<file path="src/rtl/sap1_pkg.sv">
// sap1_pkg
// Shared definitions for the SAP-1 control sequencer: opcode encodings,
// T-state encoding, the packed control word and its all-inactive value,
// plus a helper that maps a state to its one-hot T-state display.
package sap1_pkg;

    typedef enum logic [3:0] {
        OP_LDA = 4'b0000,
        OP_ADD = 4'b0001,
        OP_SUB = 4'b0010,
        OP_OUT = 4'b1110,
        OP_HLT = 4'b1111
    } opcode_e;

    typedef enum logic [2:0] {
        ST_T1   = 3'd0,
        ST_T2   = 3'd1,
        ST_T3   = 3'd2,
        ST_T4   = 3'd3,
        ST_T5   = 3'd4,
        ST_T6   = 3'd5,
        ST_HALT = 3'd6
    } state_e;

    localparam int unsigned NUM_TSTATES = 6;

    typedef struct packed {
        logic pc_inc;
        logic pc_en;
        logic mar_load_n;
        logic ram_en_n;
        logic ir_load_n;
        logic ir_en_n;
        logic a_load_n;
        logic a_en;
        logic alu_sub;
        logic alu_en;
        logic b_load_n;
        logic out_load_n;
    } ctrl_word_t;

    // Active-low strobes idle high, active-high strobes idle low.
    localparam ctrl_word_t CTRL_INACTIVE = '{
        pc_inc:     1'b0,
        pc_en:      1'b0,
        mar_load_n: 1'b1,
        ram_en_n:   1'b1,
        ir_load_n:  1'b1,
        ir_en_n:    1'b1,
        a_load_n:   1'b1,
        a_en:       1'b0,
        alu_sub:    1'b0,
        alu_en:     1'b0,
        b_load_n:   1'b1,
        out_load_n: 1'b1
    };

    function automatic logic [NUM_TSTATES-1:0] tstate_onehot(input state_e s);
        logic [NUM_TSTATES-1:0] t;
        t = '0;
        case (s)
            ST_T1:   t = 6'b000001;
            ST_T2:   t = 6'b000010;
            ST_T3:   t = 6'b000100;
            ST_T4:   t = 6'b001000;
            ST_T5:   t = 6'b010000;
            ST_T6:   t = 6'b100000;
            default: t = '0;
        endcase
        return t;
    endfunction

endpackage

</file>
<file path="src/rtl/control_sequencer_ring_counter.sv">
// ring_counter
// T-state register for the control sequencer. Steps T1..T6 while run is
// high, freezes while run is low, and parks in HALT when a halt request is
// seen in T4. HALT is left only through reset.
//   clk      in   clock, rising edge
//   rst      in   synchronous active-high reset, forces T1
//   run      in   1 = advance one T-state per clock
//   hlt_req  in   decoded HLT opcode, honoured only in T4
//   state    out  current state
//   tstate   out  one-hot T-state, zero in HALT
//   halted   out  high in HALT
//
// state   | meaning
// --------+----------------------------------------------
// ST_T1   | fetch: PC onto bus, load MAR
// ST_T2   | fetch: increment PC
// ST_T3   | fetch: RAM onto bus, load IR
// ST_T4   | execute step 1 (HLT leaves to HALT from here)
// ST_T5   | execute step 2
// ST_T6   | execute step 3, then back to T1
// ST_HALT | stopped, outputs inactive until reset
module ring_counter
    import sap1_pkg::*;
(
    input  logic                   clk,
    input  logic                   rst,
    input  logic                   run,
    input  logic                   hlt_req,
    output state_e                 state,
    output logic [NUM_TSTATES-1:0] tstate,
    output logic                   halted
);

    state_e state_q;
    state_e state_d;

    always_comb begin
        state_d = state_q;
        if (run && (state_q != ST_HALT)) begin
            case (state_q)
                ST_T1:   state_d = ST_T2;
                ST_T2:   state_d = ST_T3;
                ST_T3:   state_d = ST_T4;
                ST_T4:   state_d = hlt_req ? ST_HALT : ST_T5;
                ST_T5:   state_d = ST_T6;
                ST_T6:   state_d = ST_T1;
                // unused encoding: recover into a clean fetch
                default: state_d = ST_T1;
            endcase
        end
    end

    always_ff @(posedge clk) begin
        if (rst) begin
            state_q <= ST_T1;
        end else begin
            state_q <= state_d;
        end
    end

    assign state  = state_q;
    assign tstate = tstate_onehot(state_q);
    assign halted = (state_q == ST_HALT);

endmodule

</file>
<file path="src/rtl/control_sequencer.sv">
// control_sequencer
// SAP-1 style microcode sequencer. The ring_counter sub-module owns the
// T-state register; this module decodes the control word from the current
// state, the opcode and run.
//   clk, rst                 clock and synchronous active-high reset
//   run                      1 = advance, 0 = freeze with controls inactive
//   opcode[3:0]              upper nibble of the instruction register
//   pc_inc, pc_en            program counter increment / bus drive
//   mar_load_n               MAR load (active-low)
//   ram_en_n                 RAM bus drive (active-low)
//   ir_load_n, ir_en_n       IR load / operand drive (active-low)
//   a_load_n, a_en           accumulator load (active-low) / drive
//   alu_sub, alu_en          ALU subtract select / bus drive
//   b_load_n, out_load_n     B and output register loads (active-low)
//   tstate[5:0], halted      one-hot T-state and halt indication
module control_sequencer
    import sap1_pkg::*;
(
    input  logic       clk,
    input  logic       rst,
    input  logic       run,
    input  logic [3:0] opcode,
    output logic       pc_inc,
    output logic       pc_en,
    output logic       mar_load_n,
    output logic       ram_en_n,
    output logic       ir_load_n,
    output logic       ir_en_n,
    output logic       a_load_n,
    output logic       a_en,
    output logic       alu_sub,
    output logic       alu_en,
    output logic       b_load_n,
    output logic       out_load_n,
    output logic [5:0] tstate,
    output logic       halted
);

    state_e     state;
    opcode_e    op;
    ctrl_word_t ctrl;
    logic       hlt_req;

    assign op      = opcode_e'(opcode);
    assign hlt_req = (op == OP_HLT);

    ring_counter u_ring_counter (
        .clk     (clk),
        .rst     (rst),
        .run     (run),
        .hlt_req (hlt_req),
        .state   (state),
        .tstate  (tstate),
        .halted  (halted)
    );

    // Opcode is only consulted in T4..T6, so IR contents during fetch
    // cannot disturb the fetch cycle. HALT falls into the default arm.
    always_comb begin
        ctrl = CTRL_INACTIVE;
        if (run) begin
            case (state)
                ST_T1: begin
                    ctrl.pc_en      = 1'b1;
                    ctrl.mar_load_n = 1'b0;
                end
                ST_T2: begin
                    ctrl.pc_inc = 1'b1;
                end
                ST_T3: begin
                    ctrl.ram_en_n  = 1'b0;
                    ctrl.ir_load_n = 1'b0;
                end
                ST_T4: begin
                    case (op)
                        OP_LDA, OP_ADD, OP_SUB: begin
                            ctrl.ir_en_n    = 1'b0;
                            ctrl.mar_load_n = 1'b0;
                        end
                        OP_OUT: begin
                            ctrl.a_en       = 1'b1;
                            ctrl.out_load_n = 1'b0;
                        end
                        default: ;
                    endcase
                end
                ST_T5: begin
                    case (op)
                        OP_LDA: begin
                            ctrl.ram_en_n = 1'b0;
                            ctrl.a_load_n = 1'b0;
                        end
                        OP_ADD, OP_SUB: begin
                            ctrl.ram_en_n = 1'b0;
                            ctrl.b_load_n = 1'b0;
                        end
                        default: ;
                    endcase
                end
                ST_T6: begin
                    case (op)
                        OP_ADD, OP_SUB: begin
                            ctrl.alu_en   = 1'b1;
                            ctrl.a_load_n = 1'b0;
                            ctrl.alu_sub  = (op == OP_SUB);
                        end
                        default: ;
                    endcase
                end
                default: ;
            endcase
        end
    end

    assign pc_inc     = ctrl.pc_inc;
    assign pc_en      = ctrl.pc_en;
    assign mar_load_n = ctrl.mar_load_n;
    assign ram_en_n   = ctrl.ram_en_n;
    assign ir_load_n  = ctrl.ir_load_n;
    assign ir_en_n    = ctrl.ir_en_n;
    assign a_load_n   = ctrl.a_load_n;
    assign a_en       = ctrl.a_en;
    assign alu_sub    = ctrl.alu_sub;
    assign alu_en     = ctrl.alu_en;
    assign b_load_n   = ctrl.b_load_n;
    assign out_load_n = ctrl.out_load_n;

endmodule

</file>
<file path="config.mk">
export PLATFORM = sky130hd
export DESIGN_NAME = control_sequencer
export DESIGN_NICKNAME = d
export VERILOG_FILES = /design/src/rtl/sap1_pkg.sv /design/src/rtl/control_sequencer_ring_counter.sv /design/src/rtl/control_sequencer.sv
export SDC_FILE = /design/constraint.sdc
export NUM_CORES = 1
export LEC_CHECK = 0
export ABC_CLOCK_PERIOD_IN_PS = 1400
export CAP_MARGIN = 20
export CORE_AREA = 5 5 42 44
export DETAILED_ROUTE_END_ITERATION = 12
export DIE_AREA = 0 0 47 49
export PLACE_DENSITY = 0.66
export SLEW_MARGIN = 30
export SYNTH_ARGS = -nofsm -noshare
export SYNTH_HDL_FRONTEND = slang
export SYNTH_SLANG_ARGS = --single-unit
</file>
<file path="constraint.sdc">
create_clock -name clk -period 1.4 [get_ports clk]
set_input_delay 0.14 -clock clk [delete_from_list [all_inputs] [get_ports clk]]
set_output_delay 0.14 -clock clk [all_outputs]
set_load 0.05 [all_outputs]
</file>
==> results of run 1 <==
timing repair:
item,CTS,global route
gates resized for setup,35,16
pin swaps,8,9
setup buffers,5,6
endpoints found under the setup margin,16,18
cloned,0,1
kinds of logic after synthesis:
group | count (synthesis) | share of synthesized area
buf+inv | 5 | 0.0799
flops | 3 | 0.167
compound gates | 7 | 0.132
xor+xnor | 2 | 0.0486
simple gates | 33 | 0.573
power by group through the flow:
stage	sequential, mW	clock (mW)	combinational [mW]
finish	0.100	0.150	0.411
global route	0.100	0.171	0.429
CTS	0.0994	0.158	0.360
detailed placement	0.0975	0	0.320
global placement	0.0973	0	0.316
floorplan	0.0995	0	0.157
routing by layer:
| layer | track usage | share of wire | vias up |
|---|---|---|---|
| li1 | - | - | 292 |
| met1 | 0.208 | 0.37 | 304 |
| met2 | 0.269 | 0.56 | 25 |
| met3 | 0.0258 | 0.055 | 6 |
| met4 | 0.0553 | 0.016 | 0 |
| met5 | 0 | 0 | - |
synth_stat cells, drive strengths merged:
| cell type | instances | share of area |
|---|---|---|
| a2111o | 1 | 0.031 |
| a211o | 1 | 0.024 |
| a21o | 1 | 0.021 |
| a21oi | 3 | 0.042 |
| and3 | 1 | 0.017 |
| buf | 3 | 0.059 |
| dfxtp | 3 | 0.17 |
| inv | 2 | 0.021 |
| nand2 | 5 | 0.052 |
| nand2b | 2 | 0.035 |
| nand3 | 3 | 0.042 |
| nand4 | 1 | 0.017 |
| nand4b | 1 | 0.042 |
| nor2 | 6 | 0.062 |
| nor2b | 2 | 0.035 |
| nor3 | 6 | 0.097 |
| nor3b | 2 | 0.042 |
| nor4b | 1 | 0.042 |
| o21ai | 1 | 0.014 |
| or2b | 1 | 0.021 |
| or3 | 1 | 0.031 |
| or4b | 1 | 0.038 |
| xnor2 | 1 | 0.024 |
| xor2 | 1 | 0.024 |
cell type report:
cell class | instances | share of cell area
inverters | 2 | 0.0180
well taps | 16 | 0.0160
flip-flops and latches | 3 | 0.0531
repair buffers | 53 | 0.545
clock buffers | 4 | 0.0210
multi-input cells | 42 | 0.347
through the flow:
step,instance area [sq um],std cells,hold slack [ps],utilization
6_report,1250,120,542,0.891
5_1_grt,1250,120,530,0.891
4_1_cts,1100,113,501,0.782
3_5_place_dp,928,105,632,0.663
3_3_place_gp,928,105,629,0.663
2_1_floorplan,424,50,202,-
worst max-delay path, delay by kind of cell (launching register included):
kind	cells	cell delay (ps)
flip-flops	1	330
AO/OA/AOI/OAI	1	360
buffers and inverters	2	280
AND/OR/NAND/NOR	2	260
cell usage in the layout (no fill, tap or decap), types with 2 or more instances in the layout:
master          n
buf_12         16
buf_6           9
nor2_4          4
a21oi_1         2
buf_4          18
dlygate4sd2_1   5
buf_8           3
nand3_2         2
nand2_1         4
nor3_4          4
dfxtp_2         2
clkbuf_4        3
nor3b_4         2
worst paths after layout:
check                                             from  slack, ps  cells past startpoint                              endpoint
hold / removal                                     rst        540                      2  u_ring_counter.state[2]$_SDFFE_PP0P_
setup / recovery  u_ring_counter.state[1]$_SDFFE_PP0P_       -210                      5                            mar_load_n
hold reg to reg   u_ring_counter.state[0]$_SDFFE_PP0P_        740                      4  u_ring_counter.state[2]$_SDFFE_PP0P_
setup reg to reg  u_ring_counter.state[1]$_SDFFE_PP0P_        -20                      8  u_ring_counter.state[0]$_SDFFE_PP0P_
==> metrics.cfg, run 1 <==
[floorplanning]
core_area_sq_um = 1400
start_util = 0.257
die_x_microns = 47
rows = 14
die_height_microns = 49
die_area_sq_um = 2300
ioPinCount = 26

[logic_synthesis]
synth_cells = 50
netlist_area_sq_um = 360
ys_ff_latch = 3
synth_warnings = 0
synth-seq-area-share = 0.167
ys_types = 26
syn_area_per_cell_sq_um = 7.21
synth_nets = 57

[sta]
min_period_over_period = 1.15
drv_slew = 0
fin_ws_ps = -210
tightestPinTransition_ps = 332
final_hold_viol_count = 0
rsz0062_at_grt = true
finClkSkew_ps = 3.64
slew_headroom = 0.778
setup_tns_ps = -1880
min_period_ps = 1610
setup_viol = 18
clock.fmax_mhz = 621

[clock_network]
cts-hold-fix-buffers = 0
numCtsBuffers = 3
path_clk_slew_ps = 40
cts_buffer_depth = 2
cts_tree = yes
clock_latency_ps = 230
cts_max_level = 1
clock-sinks = 3
cts_root_buf = clkbuf_4

[power_and_ir_drop]
leakage_nw = 0.530
pwr-share-seq = 0.152
internal_power_mw = 0.389
power_density_nw_per_um2 = 529
ir_drop_mv = 0.605
p_total_mw = 0.661
p_sw_frac = 0.412
clock_power_share = 0.227
p_comb_frac = 0.621
switchingPower_mw = 0.272

[finish]
n_antenna_cell = 0
largest_reg_flops = 3
num-fill-cells = 63
layout-drive-gt1-share = 0.769
multiInputGateArea_sq_um = 433
area_growth_pct = 247
seq_area_sq_um = 66.3
layout.nets = 112

[placement]
gp_congestion = 0.719
io_buffers = 25
post-place-ws_ps = -282
dp_hpwl_microns = 1090

[critical_path]
cp-start-kind = flop
worstSetupPathType = flop to output pin
max_stage_delay_ps = 360
cp.arrival_ps = 1470
cp.required_ps = 1260
cp_slowest_cell = a2111o_1
setup.worst_path.end_class = output pin
crit_chain = buf_6 -> nand4b_4 -> a2111o_1 -> nor2b_4 -> buf_8
cp_max_fo = 4

[global_route]
grt_max_degree = 13
grt_pass1_vias = 593
track_usage = 0.164
grt_overflow = 0
grt_pass1_wl_microns = 2770
antenna_found_initial = 0

[route]
drt_iter0_drc = 8
wl_microns = 2190
ant_nets = 0
vias_per_cell = 5.23
post_drt_wl_per_cell_microns = 18.2
drt-pass1-iter-count = 4
num_vias = 627
drc = 0

[worst_hold_path]
worstHoldPathType = primary input to flop

[run_status]
violations = negative setup slack
status = finished, violations left

[run]
maxCapViolCount = 0

(Power assumes the default switching activity.)
==> run 2: changes to the inputs <==
--- a/config.mk
+++ b/config.mk
@@ -11,7 +11,6 @@
 export DETAILED_ROUTE_END_ITERATION = 12
 export DIE_AREA = 0 0 47 49
 export PLACE_DENSITY = 0.66
-export SLEW_MARGIN = 30
 export SYNTH_ARGS = -nofsm -noshare
 export SYNTH_HDL_FRONTEND = slang
 export SYNTH_SLANG_ARGS = --single-unit
==> results of run 2 <==
No change in the layout: final DEF, timing and power equal those of run 1.
